--- config.mk ---
export PLATFORM = sky130hd
export DESIGN_NAME = catch_judge
export DESIGN_NICKNAME = d
export VERILOG_FILES = /design/src/rtl/game_pkg.sv /design/src/rtl/catch_window.sv /design/src/rtl/catch_judge.sv
export SDC_FILE = /design/constraint.sdc
export NUM_CORES = 1
export LEC_CHECK = 0
export BUFFER_PORTS_ARGS = -buffer_cell sky130_fd_sc_hd__buf_2
export CAP_MARGIN = 10
export CORE_UTILIZATION = 48
export DETAILED_ROUTE_END_ITERATION = 6
export GPL_ROUTABILITY_DRIVEN = 0
export GPL_TIMING_DRIVEN = 0
export PLACE_DENSITY = 0.7
export SETUP_SLACK_MARGIN = 0.05
export SYNTH_ARGS = -nofsm -noshare
export SYNTH_HDL_FRONTEND = slang
export SYNTH_SLANG_ARGS = --single-unit
--- constraint.sdc ---
create_clock -name clk -period 3.7 [get_ports clk]
set_input_delay 0.37 -clock clk [delete_from_list [all_inputs] [get_ports clk]]
set_output_delay 0.37 -clock clk [all_outputs]
set_load 0.02 [all_outputs]
--- src/rtl/game_pkg.sv ---
// Shared types and widths for the falling-object game logic.
package game_pkg;

  localparam int POS_W   = 11;
  localparam int SCORE_W = 16;

  typedef enum logic [2:0] {
    S_IDLE,
    S_SPAWN,
    S_LOAD,
    S_FALL,
    S_JUDGE,
    S_OVER
  } judge_state_t;

endpackage

--- src/rtl/catch_window.sv ---
// Combinational catch test: |a - b| <= HALF_W, evaluated as a signed
// POS_W+1 difference so positions near either screen edge never wrap.
module catch_window
  import game_pkg::*;
#(
  parameter int HALF_W = 32
) (
  input  logic [POS_W-1:0] i_a,
  input  logic [POS_W-1:0] i_b,
  output logic             o_in_window
);

  logic signed [POS_W:0] w_diff;
  logic        [POS_W:0] w_abs;

  assign w_diff      = signed'({1'b0, i_a}) - signed'({1'b0, i_b});
  assign w_abs       = w_diff[POS_W] ? unsigned'(-w_diff) : unsigned'(w_diff);
  assign o_in_window = (w_abs <= (POS_W + 1)'(HALF_W));

endmodule

--- src/rtl/catch_judge.sv ---
// Game-rule engine: requests objects, drops them on the fall-rate strobe,
// and judges catch/miss at the floor line while tracking score and lives.
module catch_judge
  import game_pkg::*;
#(
  parameter int Y_W          = 10,
  parameter int FLOOR_Y      = 480,
  parameter int FALL_STEP    = 4,
  parameter int CATCH_HALF_W = 32,
  parameter int LIVES        = 3
) (
  input  logic               clk,
  input  logic               rst,
  input  logic               start,
  input  logic               tick,
  input  logic [POS_W-1:0]   object_position,
  input  logic [POS_W-1:0]   player_position,
  output logic               respawn,
  output logic [POS_W-1:0]   obj_x,
  output logic [Y_W-1:0]     obj_y,
  output logic               hit,
  output logic               miss,
  output logic [SCORE_W-1:0] score,
  output logic [1:0]         lives,
  output logic               game_over
);

  judge_state_t r_state, w_next_state;

  logic               r_respawn, r_hit, r_miss, r_game_over;
  logic [POS_W-1:0]   r_obj_x;
  logic [Y_W-1:0]     r_obj_y;
  logic [SCORE_W-1:0] r_score;
  logic [1:0]         r_lives;

  logic [Y_W:0] w_y_sum;
  logic         w_land, w_in_window, w_game_start;
  logic         w_respawn_d, w_hit_d, w_miss_d, w_game_over_d;

  catch_window #(.HALF_W(CATCH_HALF_W)) u_window (
    .i_a         (r_obj_x),
    .i_b         (player_position),
    .o_in_window (w_in_window)
  );

  assign w_y_sum      = {1'b0, r_obj_y} + (Y_W + 1)'(FALL_STEP);
  assign w_land       = (r_state == S_FALL) && tick && (w_y_sum >= (Y_W + 1)'(FLOOR_Y));
  assign w_game_start = start && ((r_state == S_IDLE) || (r_state == S_OVER));

  // NOTE: sequential state uses non-blocking assignments so every register
  // samples pre-edge values regardless of process ordering.
  always_ff @(posedge clk or negedge rst) begin
    if (!rst) r_state <= S_IDLE;
    else      r_state <= w_next_state;
  end

  // NOTE: default assignment first so no path leaves w_next_state unassigned
  // and no latch is inferred.
  always_comb begin
    w_next_state = r_state;
    unique case (r_state)
      S_IDLE:  if (start) w_next_state = S_SPAWN;
      S_SPAWN: w_next_state = S_LOAD;
      S_LOAD:  w_next_state = S_FALL;
      S_FALL:  if (w_land) w_next_state = S_JUDGE;
      // Lives were already decremented on entry, so zero means the last one went.
      S_JUDGE: w_next_state = (r_miss && (r_lives == 2'd0)) ? S_OVER : S_SPAWN;
      S_OVER:  if (start) w_next_state = S_SPAWN;
      default: w_next_state = S_IDLE;
    endcase
  end

  // The verdict is taken on the edge entering JUDGE so the pulse is visible
  // during the JUDGE cycle itself.
  always_comb begin
    w_respawn_d   = (w_next_state == S_SPAWN);
    w_hit_d       = w_land && w_in_window;
    w_miss_d      = w_land && !w_in_window;
    w_game_over_d = (w_next_state == S_OVER);
  end

  always_ff @(posedge clk or negedge rst) begin
    if (!rst) begin
      r_respawn   <= 1'b0;
      r_hit       <= 1'b0;
      r_miss      <= 1'b0;
      r_game_over <= 1'b0;
      r_obj_x     <= '0;
      r_obj_y     <= '0;
      r_score     <= '0;
      r_lives     <= 2'(LIVES);
    end else begin
      r_respawn   <= w_respawn_d;
      r_hit       <= w_hit_d;
      r_miss      <= w_miss_d;
      r_game_over <= w_game_over_d;

      if (w_game_start) begin
        r_score <= '0;
        r_lives <= 2'(LIVES);
      end else begin
        if (w_hit_d && (r_score != '1)) r_score <= r_score + 1'b1;
        if (w_miss_d)                   r_lives <= r_lives - 2'd1;
      end

      if (r_state == S_LOAD) begin
        r_obj_x <= object_position;
        r_obj_y <= '0;
      end else if ((r_state == S_FALL) && tick) begin
        r_obj_y <= w_land ? Y_W'(FLOOR_Y) : w_y_sum[Y_W-1:0];
      end
    end
  end

  assign respawn   = r_respawn;
  assign hit       = r_hit;
  assign miss      = r_miss;
  assign game_over = r_game_over;
  assign obj_x     = r_obj_x;
  assign obj_y     = r_obj_y;
  assign score     = r_score;
  assign lives     = r_lives;

endmodule

Word level (Yosys, flattened, before mapping)
Index checks and enable logic that the tools add are counted.

Equality and inequality tests: 8. Shift-type cells: 0. Divide/modulo/power cells: 0. Multiplexer cells: 12. Bitwise operators: 0. $mul: 0. Reductions and logical operators: 15. Add/sub/neg operators: 5. Order comparisons: 2.

Operators with widths (count): two-way mux 16 bit (2); two-way mux 10 bit (3); adder 16 x 1 -> 16 bit, second input constant (1); != test 16 bit, second input constant (1); case mux 3 bit (5 select lines) (1); <= comparator 12 x 6 -> 1 bit, second input constant (1); two-way mux 12 bit (1); negator 12 bit (1); subtractor 11 x 11 -> 12 bit (1); adder 10 x 3 -> 11 bit, second input constant (1); greater-or-equal comparator 11 x 9 -> 1 bit, second input constant (1); == test 3 bit, second input constant (3); two-way mux 3 bit (3); logical AND 1 bit (7); == test 3 x 1 -> 1 bit, second input constant (2); == test 3 x 2 -> 1 bit, second input constant (2); nonzero test 2 bit (3); two-way mux 2 bit (2); logical NOT 3 bit (1); logical NOT 2 bit (1); OR reduction 2 bit (1); subtractor 2 x 1 -> 2 bit, second input constant (1); logical NOT 1 bit (1); logical OR 1 bit (1).

Memories: 0. Output and inout bits: 43. Bits in latches: 0. RAM bits: 0. ROM bits: 0. Register bits: 46. Bits of input ports: 26.

Depth between registers and ports, before layout
Gate-level depths: netlist (run 1).

Depth after elaboration: 8. Gate-level depth with buffers: 14.

Modules after synthesis
Synthesis (run 1) repeated with hierarchy kept, for this count alone.

Cells, all modules: 362. Area total of the unflattened synthesis: 3099.2 µm².

Modules (own cells, without submodules): catch_judge (cells an instance 243, instances 1, area an instance 2270.9 µm², sequential area each 1103.6 µm²); catch_window (cells an instance 119, instances 1, area an instance 828.3 µm², sequential area each 0.0 µm²).

Least setup slack after synthesis (run 1)
OpenSTA, ideal clock, no wires.

Path type: register to register. Start point: register r_obj_x[0], in the netlist obj_x[0]. End point: register r_score[14], in the netlist score[14]. Library setup time: 78 ps. Cell stages (with the launch flop): 15. Arrival: 3458 ps. Path slack: 164 ps. Clock period less this slack: 3536 ps. Cells stage by stage: dfrtp_1 inv_1 ha_1 inv_1 fa_1 a211oi_1 o21bai_1 a22oi_4 o21ai_2 o221a_1 or3_4 or2_4 buf_6 or4_1 a21oi_1.

Cells in the longest elaborated chain, start to end: 7.

Ends and longest elaborated chain: start, declared (RTL line catch_judge.sv:31) `logic [POS_W-1:0] r_obj_x;`; start signal, assigned (RTL line catch_judge.sv:107) `r_obj_x <= object_position;`; subtractor 11 x 11 -> 12 bit * (RTL line catch_window.sv:16) `assign w_diff = signed'({1'b0, i_a}) - signed'({1'b0, i_b});`; negator 12 bit (RTL line catch_window.sv:17) `assign w_abs = w_diff[POS_W] ? unsigned'(-w_diff) : unsigned'(w_diff);`; two-way mux 12 bit * (RTL line catch_window.sv:17); <= comparator 12 x 6 -> 1 bit * (RTL line catch_window.sv:18) `assign o_in_window = (w_abs <= (POS_W + 1)'(HALF_W));`; logical AND 1 bit * (RTL line catch_judge.sv:77) `w_hit_d = w_land && w_in_window;`; logical AND 1 bit * (RTL line catch_judge.sv:102) `if (w_hit_d && (r_score != '1)) r_score <= r_score + 1'b1;`; nonzero test 2 bit (no line) *; end signal, assigned (RTL line catch_judge.sv:102); end, declared (RTL line catch_judge.sv:33) `logic [SCORE_W-1:0] r_score;`.

Every way passes the cells marked *; elsewhere a longest branch is shown, timed or not. A chain may end at the register's enable or synchronous reset.

Worst setup path in the final report (run 1)
Start point: register r_obj_x[0], in the netlist obj_x[0]. End point: register r_score[11], in the netlist score[11].

The elaborated chain is that of the path after synthesis.

==> metrics.cfg, run 1 <==
[run_status]
status=finished clean

[synthesis]
synth-edff-count=0
ys_top_cells_by_count=42 x dfrtp_1, 24 x nand2_1, 20 x inv_1
ys.flop_type=dfrtp_1
synth_top_area_frac=0.348
synth_cells=330
synth_seq_area_share=0.366
synth.most_common_cell=dfrtp_1
yosys-top-cells-area=dfrtp_1 35%, ha_1 6.2%, mux2_2 4.5%
synth_area_um2=3020
synth_area_leader_cell=dfrtp_1
ys_seq_elements=44
syn_avg_cell_area_um2=9.15
async_flop_share=1.00
synth.distinct_cells=63
synth_warnings=0

[routing]
remaining_drc_errors=0
viasPerCell=5.79
routed_wl_mm=7.08
vias=2795
drtIter0Drc=108
wl_per_cell_um=14.7
antenna_left=0
drt_first_pass_iters=4

[timing]
holdWs_ps=220
grt_setup_unrepaired=false
slew_violations=0
maxSlewHeadroom=0.332
tightest_slew_ps=1000
clock_skew_ps=10.3
setup_violations=0
fmax_mhz=284
finalCritPeriodShare=0.953
hold_viol=0
period_needed_ps=3530
worst_slack_ps=173

[clock_tree]
clock-root-buffer=clkbuf_8
clk_latency_ps=300
clk_pin_slew_worst_paths_ps=90
cts_tree=done
clock-sinks=44
cts_buffers=5
clockBufferDepth=2
htreeDepth=2
cts_hold_buf=0

[place]
placedCellCount=472
numPortBuffers=66
hpwl_mm=5.33
dpl_cell_area_um2=3450
dp_slack_ps=-25.2

[power]
p_leak_uw=0.00188
worst_ir_drop_vdd_mv=0.294
p_per_area_nw_per_um2=417

[global_route]
antenna_found_initial=0
gr-total-overflow=0
track_usage=0.222
grt_max_degree=45
grt_pass1_vias=2576
grt_pass1_wl_mm=11.5

[layout]
syn_to_final_growth_pct=22.0
drive_above_1_share=0.301
nets=449
stdcell_count=483
design_area_um2=3680
nFillCells=530
antenna_cells=0

[worst_setup_path]
crit_fanout=4
cp-end-kind=register
path_class=register to register
setup.worst_path.start_class=register
cp.required_ps=3890
critPathArrivalTime_ps=3720

[die]
initial_core_util=0.504
fp.dieW_um=81.3
core-area_um2=5990
die_area_um2=6610
num_rows=28
num_io_pins=69
die_h_um=81.3

[hold_path]
hp-class=input port to async pin

[job]
maxCapViolations=0

[worst paths after layout]
kind                                     from    endpoint  slack (ps)  cells past startpoint
setup / recovery                     obj_x[0]   score[11]         170                     14
hold / removal                            rst   obj_x[10]         220                      1
setup reg to reg                     obj_x[0]   score[11]         170                     14
hold reg to reg                    r_state[2]  r_state[1]         530                      1
max in group asynchronous                 rst    obj_x[1]        2840                      1
min in group clk           object_position[0]    obj_x[0]         290                      3
[sequential cells by signal (all words and copies together) (netlist names)]
signal,cells
respawn,1
miss,1
obj_x,11
score,16
r_state,3
lives,2
obj_y,8
hit,1
game_over,1
[cells in the final DEF (no fill, tap or decap), drive strengths merged, types with 4 or more instances in the layout]
master,instances
and3,14
nand2b,9
nand3,17
mux2i,9
a21oi,15
o211ai,4
or4,6
xnor2,4
a211oi,6
or3,5
nand2,24
mux2,12
o21ai,19
o22ai,4
clkbuf,13
dfrtp,42
and3b,4
ha,15
buf,74
o31ai,7
nand4,6
nor2,19
and2,8
inv,20
[final cells by class]
class | count | area (µm²) | share of cell area
Timing Repair Buffer | 69 | 357 | 0.0968
Sequential cell | 44 | 1100 | 0.300
Buffer | 13 | 73.8 | 0.0200
Clock inverter | 3 | 47.5 | 0.0129
Multi-Input combinational cell | 254 | 1860 | 0.506
Tap cell | 75 | 93.8 | 0.0255
Clock buffer | 5 | 68.8 | 0.0187
Inverter | 20 | 75.1 | 0.0204
[per-stage QoR]
stage                      util  total power (µW)  setup TNS (ps)
after global placement    0.575              1080               0
after floorplan               -               955               0
after CTS                 0.597              1480               0
final                     0.615              1540               0
after detailed placement  0.575              1090           -42.9
after global routing      0.615              1630               0
[metal layers]
layer / vias to the layer above / wire length [µm] / track usage
li1: 1372 / - / -
met1: 1340 / 3280 / 0.281
met2: 77 / 3370 / 0.379
met3: 6 / 355 / 0.0438
met4: 0 / 75 / 0.0661
met5: - / 0 / 0
[cells by family (layout without fill, tap and decap cells)]
logic type / after synthesis / count (layout) / synth area share
fa+ha+maj: 16 / 16 / 0.0688
mux: 21 / 21 / 0.0746
simple gates: 127 / 127 / 0.232
xor+xnor: 5 / 5 / 0.0145
buf+inv: 33 / 110 / 0.0468
flops: 44 / 44 / 0.366
other cells: 1 / 2 / 0.00124
compound gates: 83 / 83 / 0.196
[power by group]
group	switching [µW]	internal, µW	total [µW]
Sequential	43.3	515	558
Combinational	336	264	600
Clock	174	203	377
Total	553	983	1540
[repair_timing]
action | CTS | global route
endpoints found under the setup margin | 3 | 19
pin swaps | 0 | 18
buffers inserted | 0 | 3
resized for setup | 3 | 21
[critical path, cell delays in order, from the launching register on]
cell and delay (ps):
dfrtp_1 390, inv_2 80, ha_4 140, inv_2 40, fa_2 430, a211oi_4 240
or3b_4 190, a22oi_4 90, buf_6 150, o211a_1 130, o221a_1 240, or3_4 350
or2_4 280, or4_4 540, mux2i_1 140
Note: power is estimated with default switching activity, not from simulation.
==> run 2, diff against run 1 <==
- CELL_PAD_IN_SITES_DETAIL_PLACEMENT: not set -> 0
- CELL_PAD_IN_SITES_GLOBAL_PLACEMENT: not set -> 1
- CORE_UTILIZATION: 48 -> 41
- PLACE_DENSITY: 0.7 -> 0.79
==> metrics.cfg, run 2 (synthesized netlist as in run 1, its figures left out) <==
[routing]
viasPerCell=5.44
drtIter0Drc=157
remaining_drc_errors=0
vias=2742
drt_first_pass_iters=4
wl_per_cell_um=14.5
antenna_left=0
routed_wl_mm=7.32

[timing]
holdWs_ps=238
maxSlewHeadroom=0.321
clock_skew_ps=12.0
hold_viol=0
period_needed_ps=3520
slew_violations=0
tightest_slew_ps=1020
grt_setup_unrepaired=false
setup_violations=0
fmax_mhz=284
finalCritPeriodShare=0.952

[layout]
antenna_cells=0
largest_reg_flops=16
nFillCells=668
drive_above_1_share=0.304
final_common_cell=buf_2
stdcell_count=504
final_cell_mix=67 x buf_2, 42 x dfrtp_1, 24 x nand2_1
multi_input_area_um2=1880
syn_to_final_growth_pct=23.5
final_util=0.537
nets=449
ff_latch_area_um2=1100

[power]
p_per_area_nw_per_um2=418
intPower_uw=996
p_sw_uw=561
pwr-share-seq=0.358
worst_ir_drop_vdd_mv=0.236
power_frac_clock=0.257
pwr-share-comb=0.385
p_sw_frac=0.360
p_leak_uw=0.00190
power.total_uw=1560

[place]
placedCellCount=493
hpwl_mm=5.40
numPortBuffers=66

[worst_setup_path]
ff2ff_path_depth=14
critPathArrivalTime_ps=3750
cp.required_ps=3930
r2r-start=obj_x[0]
reg2reg_to=score[14]
setup.worst_path.start_class=register
r2r_slack_ps=180
path_class=register to register
cp-end-kind=register
crit_fanout=10

[global_route]
track_usage=0.197
grt_max_degree=45
grt_pass1_wl_mm=12.0
grt_pass1_vias=2552
gr-total-overflow=0
antenna_found_initial=0

[die]
fp.dieW_um=87.8
num_io_pins=69
die_h_um=87.8
die_area_um2=7710
num_rows=30
core-area_um2=6940
initial_core_util=0.435

[clock_tree]
clk_latency_ps=300
htreeDepth=2
clock-root-buffer=clkbuf_8
cts_tree=done
cts_buffers=5
clk_pin_slew_worst_paths_ps=100
clockBufferDepth=2
clock-sinks=44

[job]
maxCapViolations=0

[run_status]
status=finished clean

[hold_path]
hp-class=input port to async pin

-- run 2: worst max-delay path, stage by stage, from the launching register on --
cell,delay (ps)
dfrtp_1,390
inv_2,80
ha_4,130
inv_1,60
fa_2,460
a211oi_4,270
or3b_4,200
a22oi_4,100
o211a_1,160
o221a_1,260
or3_4,340
or2_4,270
buf_6,140
or4_4,480
a21oi_2,120
-- run 2: through the flow --
stage / setup TNS, ps / cell area, µm² / setup WS [ps]
after floorplan: 0 / 3020 / 164
after global placement: -111 / 3470 / -57.2
after detailed placement: -124 / 3470 / -63.7
after CTS: 0 / 3610 / 127
after global routing: 0 / 3730 / 22.2
final: 0 / 3730 / 179
-- run 2: cell type report --
cell class / instances / area share
well taps: 96 / 0.0322
clock inverters: 2 / 0.0104
plain buffers: 13 / 0.0198
flip-flops and latches: 44 / 0.296
inverters: 20 / 0.0201
multi-input cells: 254 / 0.505
repair buffers: 69 / 0.0946
clock buffers: 6 / 0.0221
-- run 2: what timing repair did --
item	CTS	global route
setup buffers	0	3
endpoints found under the setup margin	7	15
pin swaps	0	14
hold buffers	0	0
gates resized for setup	4	24
-- run 2: worst max path at each step --
stage                                   from   endpoint  slack [ps]  depth (start not counted)
after floorplan                     obj_x[0]  score[14]         160                         14
after global placement    player_position[0]  score[14]         -60                         14
after detailed placement  player_position[0]  score[14]         -60                         14
after CTS                           obj_x[0]  score[14]         130                         14
after global routing                obj_x[0]  score[14]          20                         14
final                               obj_x[0]  score[14]         180                         14
-- run 2: power by group through the flow --
stage	Sequential [µW]	Combinational, µW	Clock (µW)
after floorplan	600	355	0
after global placement	565	522	0
after detailed placement	566	525	0
after CTS	557	535	416
after global routing	564	658	435
final	557	599	401
-- run 2: metal layers --
metal,global-route usage,vias to the layer above,part of all wire
met2,0.331,48,0.48
met4,0.0358,0,0.0042
li1,-,1365,-
met1,0.270,1327,0.49
met5,0,-,0
met3,0.0320,2,0.024
